## src/rtl/signal_pkg.sv

```systemverilog
// signal_pkg: shared light encodings, phase enum and default phase timing
package signal_pkg;
  localparam logic [2:0] RED = 3'b001;
  localparam logic [2:0] YELLOW = 3'b010;
  localparam logic [2:0] GREEN = 3'b100;
  localparam int T_GREEN_MIN_DEF = 8;
  localparam int T_GREEN_MAX_DEF = 20;
  localparam int T_YELLOW_DEF = 3;
  localparam int T_ALLRED_DEF = 1;
  localparam int CW_DEF = 5;
  typedef enum logic [2:0] {A_GRN, A_YEL, AR1, B_GRN, B_YEL, AR2} phase_t;
  function automatic logic [2:0] head_a(input phase_t p);
    return p == A_GRN ? GREEN : p == A_YEL ? YELLOW : RED;
  endfunction
  function automatic logic [2:0] head_b(input phase_t p);
    return p == B_GRN ? GREEN : p == B_YEL ? YELLOW : RED;
  endfunction
endpackage

```

## src/rtl/phase_timer.sv

```systemverilog
// phase_timer: saturating tick counter, cleared on phase change
module phase_timer #(
  parameter int CW = 5
) (
  input  logic          clk,
  input  logic          rst,
  input  logic          tick,
  input  logic          clr,
  output logic [CW-1:0] cnt
);
  // clear wins over counting; hold at all-ones instead of wrapping
  always_ff @(posedge clk or negedge rst)
    if (!rst) cnt <= '0;
    else if (clr) cnt <= '0;
    else if (tick && cnt != '1) cnt <= cnt + 1'b1;
endmodule

```

## src/rtl/intersection_scheduler.sv

```systemverilog
// intersection_scheduler: two-road phase FSM with pedestrian latch and road A preempt
module intersection_scheduler
  import signal_pkg::*;
#(
  parameter int T_GREEN_MIN = T_GREEN_MIN_DEF,
  parameter int T_GREEN_MAX = T_GREEN_MAX_DEF,
  parameter int T_YELLOW = T_YELLOW_DEF,
  parameter int T_ALLRED = T_ALLRED_DEF,
  parameter int CW = CW_DEF
) (
  input  logic       clk,
  input  logic       rst,
  input  logic       tick,
  input  logic       req_b,
  input  logic       ped_bt,
  input  logic       emg,
  output logic [2:0] light_a,
  output logic [2:0] light_b,
  output logic       walk,
  output logic       ped_pend
);
  phase_t state, next;
  logic [CW-1:0] cnt;
  logic el_gmin, el_gmax, el_y, el_ar, demand;
  assign el_gmin = tick && cnt >= CW'(T_GREEN_MIN - 1);
  assign el_gmax = tick && cnt >= CW'(T_GREEN_MAX - 1);
  assign el_y = tick && cnt >= CW'(T_YELLOW - 1);
  assign el_ar = tick && cnt >= CW'(T_ALLRED - 1);
  assign demand = req_b | ped_pend;
  phase_timer #(.CW(CW)) u_timer (
    .clk (clk),
    .rst (rst),
    .tick(tick),
    .clr (next != state),
    .cnt (cnt)
  );
  // next phase; emg cuts AR1 and B green short but never yellow
  always_comb begin
    next = A_GRN;
    case (state)
      A_GRN: next = el_gmin && demand && !emg ? A_YEL : A_GRN;
      A_YEL: next = el_y ? AR1 : A_YEL;
      AR1:   next = emg ? A_GRN : el_ar ? B_GRN : AR1;
      B_GRN: next = emg || el_gmax || (el_gmin && !req_b) ? B_YEL : B_GRN;
      B_YEL: next = el_y ? AR2 : B_YEL;
      AR2:   next = el_ar ? A_GRN : AR2;
      default: next = A_GRN;
    endcase
  end
  // state, pedestrian latch and lights decoded from the next phase
  always_ff @(posedge clk or negedge rst)
    if (!rst) begin
      state <= A_GRN;
      ped_pend <= 1'b0;
      light_a <= GREEN;
      light_b <= RED;
      walk <= 1'b0;
    end else begin
      state <= next;
      ped_pend <= next == B_GRN && state != B_GRN ? 1'b0 :
                  ped_bt && state != B_GRN ? 1'b1 : ped_pend;
      light_a <= head_a(next);
      light_b <= head_b(next);
      walk <= next == B_GRN;
    end
endmodule

```

## config.mk

```make
export PLATFORM = sky130hd
export DESIGN_NAME = intersection_scheduler
export DESIGN_NICKNAME = d
export VERILOG_FILES = /design/src/rtl/signal_pkg.sv /design/src/rtl/phase_timer.sv /design/src/rtl/intersection_scheduler.sv
export SDC_FILE = /design/constraint.sdc
export NUM_CORES = 1
export LEC_CHECK = 0
export BUFFER_PORTS_ARGS = -buffer_cell sky130_fd_sc_hd__buf_4
export CELL_PAD_IN_SITES_DETAIL_PLACEMENT = 0
export CELL_PAD_IN_SITES_GLOBAL_PLACEMENT = 1
export CORE_MARGIN = 2
export CORE_UTILIZATION = 44
export CTS_BUF_LIST = sky130_fd_sc_hd__clkbuf_4
export CTS_CLUSTER_SIZE = 24
export DETAILED_ROUTE_END_ITERATION = 16
export PLACE_DENSITY = 0.86
export SYNTH_ARGS = -nofsm -noshare
export SYNTH_HDL_FRONTEND = slang
export SYNTH_HIERARCHICAL = 1
export SYNTH_SLANG_ARGS = --single-unit
```

## constraint.sdc

```tcl
create_clock -name clk -period 2.66 [get_ports clk]
set_clock_uncertainty 0.15 [all_clocks]
set_input_delay 0.532 -clock clk [delete_from_list [all_inputs] [get_ports clk]]
set_output_delay 0.532 -clock clk [all_outputs]
set_load 0.02 [all_outputs]
```

* Yosys cells after proc, flatten, opt, wreduce, memory -nomap -nowiden
Cells that the tools add are included.
W data, S select, Z words.
** Storage, ports and cells
- Flip-flop bits (word level) :: 16
- Output and inout bits :: 8
- Logic and storage cells :: 57
** Cells by class
- $add $sub $neg :: 1
- Magnitude comparators :: 4
- Equality and inequality tests :: 11
- Muxes and demuxes :: 16
- Bitwise logic cells :: 1
- Reductions and logical operators :: 18
** Operators with widths (count)
- $pmux W3 S6 :: 1
- $mux W3 :: 4
- $logic_and A1 B1 Y1 :: 10
- $mux W5 :: 2
- $eq A3 B2 Y1 const B :: 3
- $eq A3 B3 Y1 const B :: 3
- $mux W2 :: 4
- $eq A3 B1 Y1 const B :: 2
- $logic_not A3 Y1 :: 2
- $add A5 B1 Y5 const B :: 1
- $ge A5 B1 Y1 const B :: 1
- $ge A5 B2 Y1 const B :: 1
- $ge A5 B3 Y1 const B :: 1
- $ge A5 B5 Y1 const B :: 1
- $mux W1 :: 5
- $ne A5 B5 Y1 const B :: 1
- $reduce_bool A2 Y1 :: 2
- $ne A3 B2 Y1 const B :: 1
- $ne A3 B3 Y1 :: 1
- $logic_not A1 Y1 :: 2
- $logic_or A1 B1 Y1 :: 2
- $or A1 B1 Y1 :: 1

* Depth between registers and ports, before layout
- Depth after elaboration :: 9
- Depth in mapped cells :: 7

* Modules after synthesis
The synthesis kept the hierarchy.
** Modules (own cells, without submodules)
- intersection_scheduler :: times used 1, cells an instance 57, area each 610.6 sq um
- phase_timer :: times used 1, cells an instance 23, area each 249.0 sq um

* Worst setup path after synthesis
No wires, ideal clock.
- Path type :: input -> register
- From :: in tick
- To :: reg u_timer.cnt[0]
- Library setup time :: 0.134 ns
- Arrival :: 1.740 ns
- Required time :: 2.376 ns
- Setup slack :: 0.636 ns
- Stages :: 6
- Path buffers :: 1
- Cells stage by stage :: buf_6 > or2b_1 > nor4_1 > a211oi_4 > a32oi_1 > nor2_1
** On the way
- Longest elaborated chain between the ends :: 7
** RTL lines
- start: declaration :: RTL line intersection_scheduler.sv:13 : input logic tick,
- $logic_and A1 B1 Y1 (on tied branches) :: RTL line intersection_scheduler.sv:26, intersection_scheduler.sv:25
- $logic_or A1 B1 Y1, or another cell as far along :: RTL line intersection_scheduler.sv:44 : B_GRN: next = emg || el_gmax || (el_gmin && !req_b) ? B_YEL : B_GRN;
- $logic_or A1 B1 Y1 / $logic_and A1 B1 Y1 (equally long branches) :: RTL line intersection_scheduler.sv:44, intersection_scheduler.sv:41
- $mux W3 / $mux W1 (equally long branches) :: RTL line intersection_scheduler.sv:44, intersection_scheduler.sv:41
- $pmux W3 S6 :: RTL line intersection_scheduler.sv:40 : case (state)
- $ne A3 B3 Y1 :: RTL line intersection_scheduler.sv:34 : .clr (next != state),
- $mux W5 / $reduce_bool A2 Y1 (equally long branches)
- end signal: assignment :: RTL line phase_timer.sv:15 : else if (tick && cnt != '1) cnt <= cnt + 1'b1;
- end: declaration :: RTL line phase_timer.sv:9 : output logic [CW-1:0] cnt
Parallel ways exist; a longest one is shown, timed or not.
A chain may end at the register's enable or synchronous reset.

* Final worst setup path
- From :: reg u_timer.cnt[4]
- To :: reg u_timer.cnt[3]
** On the way
- Longest elaborated chain between the ends :: 8
** RTL lines (RTL line)
- $ge A5 B5 Y1 / $ge A5 B3 Y1 (equally long branches) :: intersection_scheduler.sv:26, intersection_scheduler.sv:25
- $logic_and A1 B1 Y1 (on tied branches) :: intersection_scheduler.sv:26, intersection_scheduler.sv:25
- $logic_or A1 B1 Y1, or another cell as far along :: intersection_scheduler.sv:44
- $logic_or A1 B1 Y1 / $logic_and A1 B1 Y1 (equally long branches) :: intersection_scheduler.sv:44, intersection_scheduler.sv:41
- $mux W3 / $mux W1 (equally long branches) :: intersection_scheduler.sv:44, intersection_scheduler.sv:41
- $pmux W3 S6 :: intersection_scheduler.sv:40
- $ne A3 B3 Y1 :: intersection_scheduler.sv:34
- $mux W5 / $reduce_bool A2 Y1 (equally long branches)
Parallel ways exist; a longest one is shown, timed or not.

==> flow_metrics.tcl <==
set metrics [dict create \
    fin_util_pct 55.51 \
    drt-wirelength-per-cell_um 13.67 \
    finalHoldViolCount 0 \
    required_ns 2.72 \
    r2r_start "u_timer/cnt[4]$_DFFE_PN0P_" \
    fill_cells 159 \
    ys_types 43 \
    dieWidth_um 48.20 \
    core_sq_um 1783 \
    area_delta_synth_final_pct 15.14 \
    dr.pass1.iters 4 \
    status "finished clean" \
    r2r_setup_slack_ns 0.54 \
    p_leak_uw 0.0004655 \
    vias 654 \
    fmax_mhz 471.6 \
    routed_wl_um 1613 \
    syn_inst 80 \
    ff2ff_path_depth 5 \
    hpwl_um 1183 \
    rsz0062_at_grt "false" \
    synth_ff_type "dfrtp_1" \
    core.rowCount 15 \
    grt_max_degree 16 \
    cts-root-buf "clkbuf_4" \
    synth_edf_count 0 \
    routed_via_density 5.542 \
    critPathCaptureType "register" \
    htree_levels 1 \
    die_area_sq_um 2323 \
    hold_depth 3 \
    maxCapViolCount 0 \
    p_seq_share_pct 40.3 \
    io_pins 14 \
    switchingPower_uw 416.0 \
    worstSkewPairLatency_ns 0.28 \
    portBuffers 13 \
    path_clk_slew_ns 0.08 \
    cp.arrival_ns 2.18 \
    vdd_drop_max_mv 0.5517 \
    cpPeakStageDelay_ns 0.59 \
    synth_warnings 6 \
    critPathLaunchType "register" \
    cts_buffer_depth 2 \
    grt_pass1_wl_um 2697 \
    power_per_cell_area_nw_per_um2 1042 \
    cts_tree "done" \
    worstMarginPinSlew_ns 0.5908 \
    grt_pass1_vias 594 \
    ys_seq_elements 15 \
    chipHeight_um 48.20 \
    netSwitchingFraction_pct 40.35 \
    crit_fanout 5 \
    globalRoute.totalOverflow 0 \
    worstPathCellList "or4_4 -> and4b_4 -> a211oi_4 -> a32oi_1 -> a21oi_1" \
    cts_made_buffers 3 \
    antenna_cells 0 \
    drt_iter0_drc 11 \
    min_to "ped_pend$_DFFE_PN0P_" \
    hold_class "input port to register" \
    relSlewSlack_pct 60.49 \
    crit_type "register to register" \
    start_util_pct 48.21 \
    p_clk_share_pct 12.4 \
    hold_start "ped_bt" \
    finalSetupViolCount 0 \
    synth_fp_nets 88 \
    drc 0 \
    synthArstFlopShare_pct 100.0 \
    final_cell_mix "buf_4, dfrtp_1, nor2_1, nand2_1, a21oi_1" \
    place.gp.congestion 0.8355 \
    period_minus_slack_ns 2.121 \
    ys_seq_area_share_pct 43.96 \
    antenna_found_initial 0 \
    synthesis.area_sq_um 859.6 \
    grt_usage_pct 17.20 \
    slowest_stage "or4_4" \
    cts.sinks 15 \
    slew_viol_final 0 \
    fin_crit_sh_pct 79.72 \
    pwr-share-comb_pct 47.2 \
    internal_power_uw 615.1 \
    r2r_end "u_timer/cnt[3]$_DFFE_PN0P_" \
    synth_area_per_cell_sq_um 10.74 \
    setup-tns-final_ns 0 \
    layout.nets 102 \
    drive_gt1_share_pct 31.18 \
    antenna_left 0 \
]
-- synthesized netlist by cell type (all sizes together), types with 3 or more instances --
cell | n | share of area [%]
dfrtp | 13 | 38
nor2 | 7 | 3.1
a21oi | 4 | 2.3
nand2 | 4 | 1.7
buf | 3 | 3.1
o21ai | 3 | 1.7
-- power groups by stage --
stage                     registers [uW]  clock network (uW)  logic, uW
after detailed placement             416                   0        486
after floorplan                      414                   0        372
final                                416                 128        487
after global placement               413                   0        486
after CTS                            413                 133        489
after global routing                 428                 144        536
-- critical path: cells and delay by family, from the launching register on --
family          cells  cell delay, ns
compound gates      3            0.65
flops               1            0.43
simple gates        2            0.81
-- layout make-up --
class	instances	area, sq um	area share (%)
clock inverter	1	5.005	0.5057
clock buffer	3	22.52	2.276
sequential	15	377.9	38.18
inverter	1	3.754	0.3793
timing repair buffer	14	107.6	10.87
multi-input combinational	59	441.7	44.63
tap	25	31.28	3.161
-- cells by family (layout without fill, tap and decap cells) --
kind of cell	count (synthesis)	in the layout	synth area share [%]
flip-flops	15	15	43.96
AND/OR/NAND/NOR	34	34	26.49
XOR/XNOR	2	2	2.038
multiplexers	2	2	2.329
AO/OA/AOI/OAI	19	19	17.61
adder cells (fa/ha/maj)	2	2	2.911
buffers and inverters	6	19	4.657
-- repair_timing --
action | 4_1_cts | 5_1_grt
hold buffers | 1 | 0
buffers inserted | 0 | 0
endpoints found under the hold margin | 13 | 0
resized for setup | 0 | 0
-- metal layers --
metal | part of all wire, % | track usage [%] | vias up | routed length [um]
met5 | 0 | 0 | - | 0
met4 | 0.74 | 4.865 | 0 | 12
met3 | 4.8 | 6.667 | 2 | 77
met2 | 43 | 23.68 | 16 | 697
met1 | 51 | 25.06 | 318 | 826
li1 | - | - | 318 | -
-- state kept, by name (all words and copies together), names as in the netlist --
name         flops
state            3
u_timer/cnt      5
light_b          3
ped_pend         1
light_a          3
-- through the flow --
stage | hold WS, ns | worst slack [ns] | cells | power, uW | instance area, sq um
finish | 0.3400 | 0.5394 | 118 | 1031 | 989.7
detailed placement | 0.2454 | 0.4402 | 113 | 902.7 | 952.2
floorplan | 0.08641 | 0.6362 | 80 | 785.7 | 859.6
global placement | 0.2429 | 0.4474 | 113 | 899.8 | 952.2
global route | 0.3641 | 0.4133 | 118 | 1107 | 989.7
CTS | 0.3335 | 0.5348 | 118 | 1035 | 989.7
-- how the worst max path moves through the flow --
stage                                     startpoint                         end  slack, ns  cells after the start
after global placement                          tick  u_timer/cnt[0]$_DFFE_PN0P_       0.45                      6
after CTS                 u_timer/cnt[4]$_DFFE_PN0P_  u_timer/cnt[3]$_DFFE_PN0P_       0.53                      5
final                     u_timer/cnt[4]$_DFFE_PN0P_  u_timer/cnt[3]$_DFFE_PN0P_       0.54                      5
after floorplan                                 tick  u_timer/cnt[0]$_DFFE_PN0P_       0.64                      6
after detailed placement                        tick  u_timer/cnt[1]$_DFFE_PN0P_       0.44                      6
after global routing      u_timer/cnt[1]$_DFFE_PN0P_  u_timer/cnt[1]$_DFFE_PN0P_       0.41                      5
Power figures use the tool's default switching activity.
